## src/rtl/gray_conv_arbiter_pkg.sv

```systemverilog
// -----------------------------------------------------------------------------
// gray_conv_arbiter_pkg
// Shared definitions for the Gray-to-binary conversion arbiter:
//   - default WIDTH / CNT_W values
//   - output-stage FSM state encoding (EMPTY / FULL)
//   - requester id constants
// -----------------------------------------------------------------------------
package gray_conv_arbiter_pkg;

  localparam int DEF_WIDTH = 4;
  localparam int DEF_CNT_W = 8;

  // Output stage: EMPTY means no result held, FULL means out_valid is high
  typedef enum logic [0:0] {
    EMPTY = 1'b0,
    FULL  = 1'b1
  } state_e;

  localparam logic ID_REQ0 = 1'b0;
  localparam logic ID_REQ1 = 1'b1;

endpackage

```

## src/rtl/gray_conv_arbiter_if.sv

```systemverilog
// -----------------------------------------------------------------------------
// gray_conv_arbiter_if
// Bundles the two requester channels, the result channel and the transfer
// counter of gray_conv_arbiter.
//   req0_valid/req0_gray/req0_ready : requester 0 handshake
//   req1_valid/req1_gray/req1_ready : requester 1 handshake
//   out_valid/out_bin/out_id/out_ready : result handshake
//   conv_count : completed result transfers (saturating)
// Modports: master = requesters + consumer side, slave = the arbiter.
// -----------------------------------------------------------------------------
interface gray_conv_arbiter_if
  import gray_conv_arbiter_pkg::*;
#(
  parameter int WIDTH = DEF_WIDTH,
  parameter int CNT_W = DEF_CNT_W
) ();

  logic             req0_valid;
  logic [WIDTH-1:0] req0_gray;
  logic             req0_ready;
  logic             req1_valid;
  logic [WIDTH-1:0] req1_gray;
  logic             req1_ready;
  logic             out_valid;
  logic [WIDTH-1:0] out_bin;
  logic             out_id;
  logic             out_ready;
  logic [CNT_W-1:0] conv_count;

  modport master (
    output req0_valid, req0_gray, req1_valid, req1_gray, out_ready,
    input  req0_ready, req1_ready, out_valid, out_bin, out_id, conv_count
  );

  modport slave (
    input  req0_valid, req0_gray, req1_valid, req1_gray, out_ready,
    output req0_ready, req1_ready, out_valid, out_bin, out_id, conv_count
  );

endinterface

```

## src/rtl/gray_conv_arbiter_gray2bin_n.sv

```systemverilog
// -----------------------------------------------------------------------------
// gray2bin_n
// Purely combinational Gray-to-binary converter.
//   i_gray : WIDTH-bit Gray code
//   o_bin  : WIDTH-bit binary equivalent
// Binary bit i is the XOR of all Gray bits from the MSB down to bit i, which
// is the unrolled form of B[i] = B[i+1] ^ G[i] with B[MSB] = G[MSB].
// -----------------------------------------------------------------------------
module gray2bin_n
  import gray_conv_arbiter_pkg::*;
#(
  parameter int WIDTH = DEF_WIDTH
) (
  input  logic [WIDTH-1:0] i_gray,
  output logic [WIDTH-1:0] o_bin
);

  for (genvar gi = 0; gi < WIDTH; gi++) begin : g_bit
    // Shifting drops bits below gi, so the reduction covers G[MSB..gi]
    assign o_bin[gi] = ^(i_gray >> gi);
  end

endmodule

```

## src/rtl/gray_conv_arbiter.sv

```systemverilog
// -----------------------------------------------------------------------------
// gray_conv_arbiter
// Two requesters offer Gray words; a round-robin arbiter grants one per cycle
// into a single-entry output register holding the binary equivalent.
//   clk   : clock, rising edge
//   rst_n : asynchronous active-low reset (release synchronized externally)
//   bus   : gray_conv_arbiter_if.slave (request, result and counter signals)
// Readys are combinational from grant and slot state; all result outputs and
// conv_count come straight from registers.
// -----------------------------------------------------------------------------
module gray_conv_arbiter
  import gray_conv_arbiter_pkg::*;
#(
  parameter int WIDTH = DEF_WIDTH,
  parameter int CNT_W = DEF_CNT_W
) (
  input  logic                 clk,
  input  logic                 rst_n,
  gray_conv_arbiter_if.slave   bus
);

  localparam logic [CNT_W-1:0] CNT_MAX = {CNT_W{1'b1}};
  localparam logic [CNT_W-1:0] CNT_ONE = {{(CNT_W-1){1'b0}}, 1'b1};

  state_e           r_state;
  logic [WIDTH-1:0] r_out_bin;
  logic             r_out_id;
  logic             r_last_id;   // id of the most recent accept; reset to 1 so req0 wins the first tie
  logic [CNT_W-1:0] r_conv_count;

  logic             w_slot_free;
  logic             w_gnt_vld;
  logic             w_gnt_id;
  logic             w_accept;
  logic             w_xfer;
  logic [WIDTH-1:0] w_gnt_gray;
  logic [WIDTH-1:0] w_bin;

  // Slot can take a new word when empty or when the held word leaves this cycle
  assign w_slot_free = (r_state == EMPTY) || bus.out_ready;
  assign w_accept    = w_slot_free && w_gnt_vld;
  assign w_xfer      = (r_state == FULL) && bus.out_ready;

  // Grant selection: a lone requester wins, a tie goes to the one not granted last
  always_comb begin
    w_gnt_vld = 1'b0;
    w_gnt_id  = ID_REQ0;
    case ({bus.req1_valid, bus.req0_valid})
      2'b01: begin
        w_gnt_vld = 1'b1;
        w_gnt_id  = ID_REQ0;
      end
      2'b10: begin
        w_gnt_vld = 1'b1;
        w_gnt_id  = ID_REQ1;
      end
      2'b11: begin
        w_gnt_vld = 1'b1;
        w_gnt_id  = ~r_last_id;
      end
      default: begin
        w_gnt_vld = 1'b0;
        w_gnt_id  = ID_REQ0;
      end
    endcase
  end

  assign bus.req0_ready = w_slot_free && w_gnt_vld && (w_gnt_id == ID_REQ0);
  assign bus.req1_ready = w_slot_free && w_gnt_vld && (w_gnt_id == ID_REQ1);

  assign w_gnt_gray = (w_gnt_id == ID_REQ1) ? bus.req1_gray : bus.req0_gray;

  gray2bin_n #(
    .WIDTH (WIDTH)
  ) u_gray2bin (
    .i_gray (w_gnt_gray),
    .o_bin  (w_bin)
  );

  // Output stage FSM, result register and round-robin pointer
  always_ff @(posedge clk or negedge rst_n) begin
    if (!rst_n) begin
      r_state   <= EMPTY;
      r_out_bin <= {WIDTH{1'b0}};
      r_out_id  <= ID_REQ0;
      r_last_id <= ID_REQ1;
    end else begin
      case (r_state)
        EMPTY: begin
          if (w_accept) begin
            r_state   <= FULL;
            r_out_bin <= w_bin;
            r_out_id  <= w_gnt_id;
            r_last_id <= w_gnt_id;
          end else begin
            r_state   <= EMPTY;
          end
        end
        FULL: begin
          if (w_accept) begin
            // Back-to-back: consumer takes the old word while the new one loads
            r_state   <= FULL;
            r_out_bin <= w_bin;
            r_out_id  <= w_gnt_id;
            r_last_id <= w_gnt_id;
          end else if (bus.out_ready) begin
            // Drained with nothing new; data registers keep the last value
            r_state   <= EMPTY;
          end else begin
            r_state   <= FULL;
          end
        end
        default: begin
          r_state   <= EMPTY;
        end
      endcase
    end
  end

  // Completed-transfer counter, saturating at all ones
  always_ff @(posedge clk or negedge rst_n) begin
    if (!rst_n) begin
      r_conv_count <= {CNT_W{1'b0}};
    end else if (w_xfer && (r_conv_count != CNT_MAX)) begin
      r_conv_count <= r_conv_count + CNT_ONE;
    end else begin
      r_conv_count <= r_conv_count;
    end
  end

  assign bus.out_valid  = (r_state == FULL);
  assign bus.out_bin    = r_out_bin;
  assign bus.out_id     = r_out_id;
  assign bus.conv_count = r_conv_count;

endmodule

```

## src/flat_wrapper.sv

```systemverilog
// flat-port wrapper written by rule: the top's interface ports become plain ports
module gray_conv_arbiter_flat import gray_conv_arbiter_pkg::*;
#(
  parameter int WIDTH = DEF_WIDTH,
  parameter int CNT_W = DEF_CNT_W
)
  (clk, rst_n, bus_req0_valid, bus_req0_gray, bus_req1_valid, bus_req1_gray, bus_out_ready, bus_req0_ready, bus_req1_ready, bus_out_valid, bus_out_bin, bus_out_id, bus_conv_count);
  gray_conv_arbiter_if #(.WIDTH(WIDTH), .CNT_W(CNT_W)) bus_i ();
  input  logic clk;
  input  logic rst_n;
  input wire logic [$bits(bus_i.req0_valid)-1:0] bus_req0_valid;
  input wire logic [$bits(bus_i.req0_gray)-1:0] bus_req0_gray;
  input wire logic [$bits(bus_i.req1_valid)-1:0] bus_req1_valid;
  input wire logic [$bits(bus_i.req1_gray)-1:0] bus_req1_gray;
  input wire logic [$bits(bus_i.out_ready)-1:0] bus_out_ready;
  output wire logic [$bits(bus_i.req0_ready)-1:0] bus_req0_ready;
  output wire logic [$bits(bus_i.req1_ready)-1:0] bus_req1_ready;
  output wire logic [$bits(bus_i.out_valid)-1:0] bus_out_valid;
  output wire logic [$bits(bus_i.out_bin)-1:0] bus_out_bin;
  output wire logic [$bits(bus_i.out_id)-1:0] bus_out_id;
  output wire logic [$bits(bus_i.conv_count)-1:0] bus_conv_count;
  assign bus_i.req0_valid = bus_req0_valid;
  assign bus_i.req0_gray = bus_req0_gray;
  assign bus_i.req1_valid = bus_req1_valid;
  assign bus_i.req1_gray = bus_req1_gray;
  assign bus_i.out_ready = bus_out_ready;
  assign bus_req0_ready = bus_i.req0_ready;
  assign bus_req1_ready = bus_i.req1_ready;
  assign bus_out_valid = bus_i.out_valid;
  assign bus_out_bin = bus_i.out_bin;
  assign bus_out_id = bus_i.out_id;
  assign bus_conv_count = bus_i.conv_count;
  gray_conv_arbiter #(.WIDTH(WIDTH), .CNT_W(CNT_W)) u_core (.clk(clk), .rst_n(rst_n), .bus(bus_i));
endmodule
```

## config.mk

```make
export PLATFORM = sky130hd
export DESIGN_NAME = gray_conv_arbiter_flat
export DESIGN_NICKNAME = d
export VERILOG_FILES = /design/src/rtl/gray_conv_arbiter_pkg.sv /design/src/rtl/gray_conv_arbiter_if.sv /design/src/rtl/gray_conv_arbiter_gray2bin_n.sv /design/src/rtl/gray_conv_arbiter.sv /design/src/flat_wrapper.sv
export SDC_FILE = /design/constraint.sdc
export NUM_CORES = 1
export LEC_CHECK = 0
export CORE_AREA = 4 4 49 51
export DETAILED_ROUTE_END_ITERATION = 8
export DIE_AREA = 0 0 53 55
export PLACE_DENSITY = 0.69
export SYNTH_ARGS = -nofsm -noshare
export SYNTH_HDL_FRONTEND = slang
export SYNTH_SLANG_ARGS = --single-unit
```

## constraint.sdc

```tcl
create_clock -name clk -period 1.7 [get_ports clk]
set_input_delay 0.34 -clock clk [delete_from_list [all_inputs] [get_ports clk]]
set_output_delay 0.34 -clock clk [all_outputs]
set_load 0.005 [all_outputs]
```

==> results.tsv <==
metric	value	unit
worst_slew_pin_slew	0.296	ns
reg2reg_to	u_core.bus.out_bin[3]	
crit_buf_inv	1	
synth-main-ff-cell	dfrtp_1	
first_pass_iters	4	
async_reset_ff_share	100	%
startpoint_type	flop	
cap_violations	0	
min_period_over_period	95.3	%
numPortBuffers	28	
routed_via_density	4.92	
syn_nets	82	
clk_pin_slew	0.09	ns
netlist_top_cells_area	dfrtp_1, mux2_2, xnor3_1, xnor2_1, dfstp_2	
slew_headroom	80.2	%
fin_total_pwr	1.36	mW
finalMaxSlewViolations	0	
clkLatencyLatePin	0.29	ns
crit_path_max_fanout	6	
synth_area	797	um^2
cp.required	1.36	ns
antenna_found_initial	0	
yosys.area.top_type	dfrtp_1	
yosysWarnings	0	
dpl.cell_count	138	
num_vias	709	
ys_types	25	
endpoint	bus_conv_count[4]	
finalWirelength	1770	um
drive_above_1_share	29.9	%
cts_buffers	3	
drc	0	
hold_class	in -> async	
startpoint	u_core.bus.conv_count[4]	
cpMaxStageDelayCell	clkdlybuf4s50_1	
run_status	finished clean	
grt_overflow	0	
fin_util	65.3	%
fin_cells	144	
fmax	617	MHz
path_cells	clkdlybuf4s50_1	
ys_seq_area_share	47.3	%
ir_drop	565	uV
path_class	reg -> out	
skew	0.000876	ns
synth_edf_count	0	
io_pins	29	
path_delay_family	buffers and inverters	
endpoint_kind	output pin	
fin_tns_setup	0	ns
synth_top_area_share	44.0	%
pre_cts_ws	-0.292	ns
wl_per_cell	12.3	um
die_h	55	um
power.leakage	0.560	nW
power_density	1070	nW/um^2
gr-usage-all-layers	15.4	%
rsz0062_at_grt	false	
die-area	2920	um^2
ant_nets	0	
grt_pass1_vias	750	
r2r_cells	6	
dp_hpwl	1400	um
setup_viol	0	
clock_sinks	15	
diodes	0	
synth_cells	68	
cts_tree	done	
initial_utilization	41.0	%
grt_pass1_wl	3190	um
slowest_delay	0.54	ns
setup_ws	0.0798	ns
ctsHtreeMaxLevel	1	
die_x	53	um
drt_iter0_markers	4	
nets	132	
cts-root-buf	clkbuf_4	
synth-seq-cells	15	
core.rowCount	16	
grt_max_degree	16	
r2r_slack	0.10	ns
avgSynthCellArea	11.7	um^2
finalHoldViolations	0	
clock_path_buffers	2	
crit_arrival	1.28	ns
core	1940	um^2
r2r_start	u_core.r_last_id	
place.gp.congestion	0.802	
period_needed	1.62	ns
area_growth	59.2	%
worst-path-stages	1	
==> how the worst min path moves through the flow <==
stage / start / end / slack (ns)
2_1_floorplan: rst_n / u_core.bus.conv_count[0] / 0.04
3_5_place_dp: u_core.bus.out_id / u_core.bus.out_id / 0.47
4_1_cts: rst_n / u_core.bus.conv_count[3] / 0.35
3_3_place_gp: u_core.bus.out_id / u_core.bus.out_id / 0.48
6_report: rst_n / u_core.bus.conv_count[6] / 0.35
5_1_grt: rst_n / u_core.bus.out_bin[3] / 0.35
==> logic make-up after synthesis <==
family                     after synthesis  synth area share [%]
and+or+nand+nor                         22                  14.1
DFF                                     15                  47.3
AOI/OAI and AO/OA                       10                  9.42
muxes                                   10                  13.8
xor gates and xnor gates                 9                  13.3
buffers and inverters                    1                 0.471
adders and majority gates                1                  1.57
==> metal layers <==
| metal | global-route usage, % | share of wire (%) |
|---|---|---|
| met5 | 0 | 0 |
| met4 | 5.11 | 1.3 |
| met3 | 5.63 | 6.8 |
| met2 | 27.7 | 51 |
| met1 | 16.8 | 40 |
==> cell usage after synthesis (3+ instances only) <==
| library cell | n |
|---|---|
| dfrtp_1 | 14 |
| mux2_2 | 8 |
| nand2_1 | 5 |
| xnor2_1 | 5 |
| nand2b_1 | 3 |
| nand3_1 | 3 |
| nand4_1 | 3 |
| nor2_1 | 3 |
==> state kept, by name (all words and copies together), names as in the netlist <==
name and count:
u_core.bus.out_id 1, u_core.bus.out_valid 1, u_core.bus.out_bin 4, u_core.r_last_id 1, u_core.bus.conv_count 8
==> final cells by class <==
class / count / area, um^2
multi-input combinational: 52 / 430
tap: 27 / 33.8
sequential: 15 / 377
clock buffer: 4 / 26.3
timing repair buffer: 45 / 398
fill: 167 / 673
inverter: 1 / 3.75
==> power breakdown <==
| part | switching (mW) | internal [mW] |
|---|---|---|
| Sequential | 0.130 | 0.467 |
| Combinational | 0.173 | 0.378 |
| Clock | 0.117 | 0.0913 |
==> cells in the final DEF, fill, tap and decap left out, types with 2 or more instances in the layout <==
cell type and n:
clkdlybuf4s50_1 26, buf_4 17, dfrtp_1 14, mux2_2 8, nand2_1 5, xnor2_1 5
nor2_1 3, nand4_1 3, nand3_1 3, clkbuf_4 3, nand2b_1 2, and3_1 2
mux2i_1 2, xnor3_1 2, xor2_1 2, o211ai_1 2, clkbuf_2 2
==> what timing repair did <==
action / 4_1_cts / 5_1_grt
resized for setup: 6 / 3
gates cloned: 0 / 0
hold buffers: 0 / 0
endpoints found under the setup margin: 2 / 5
setup buffers: 2 / 0
endpoints found under the hold margin: 0 / 0
==> metrics by stage <==
stage	area, um^2	hold WS (ns)
floorplan	797	0.0444
global placement	1220	0.479
detailed placement	1220	0.471
CTS	1270	0.345
global route	1270	0.351
finish	1270	0.352
No activity file was read; power rests on OpenSTA's default activity.
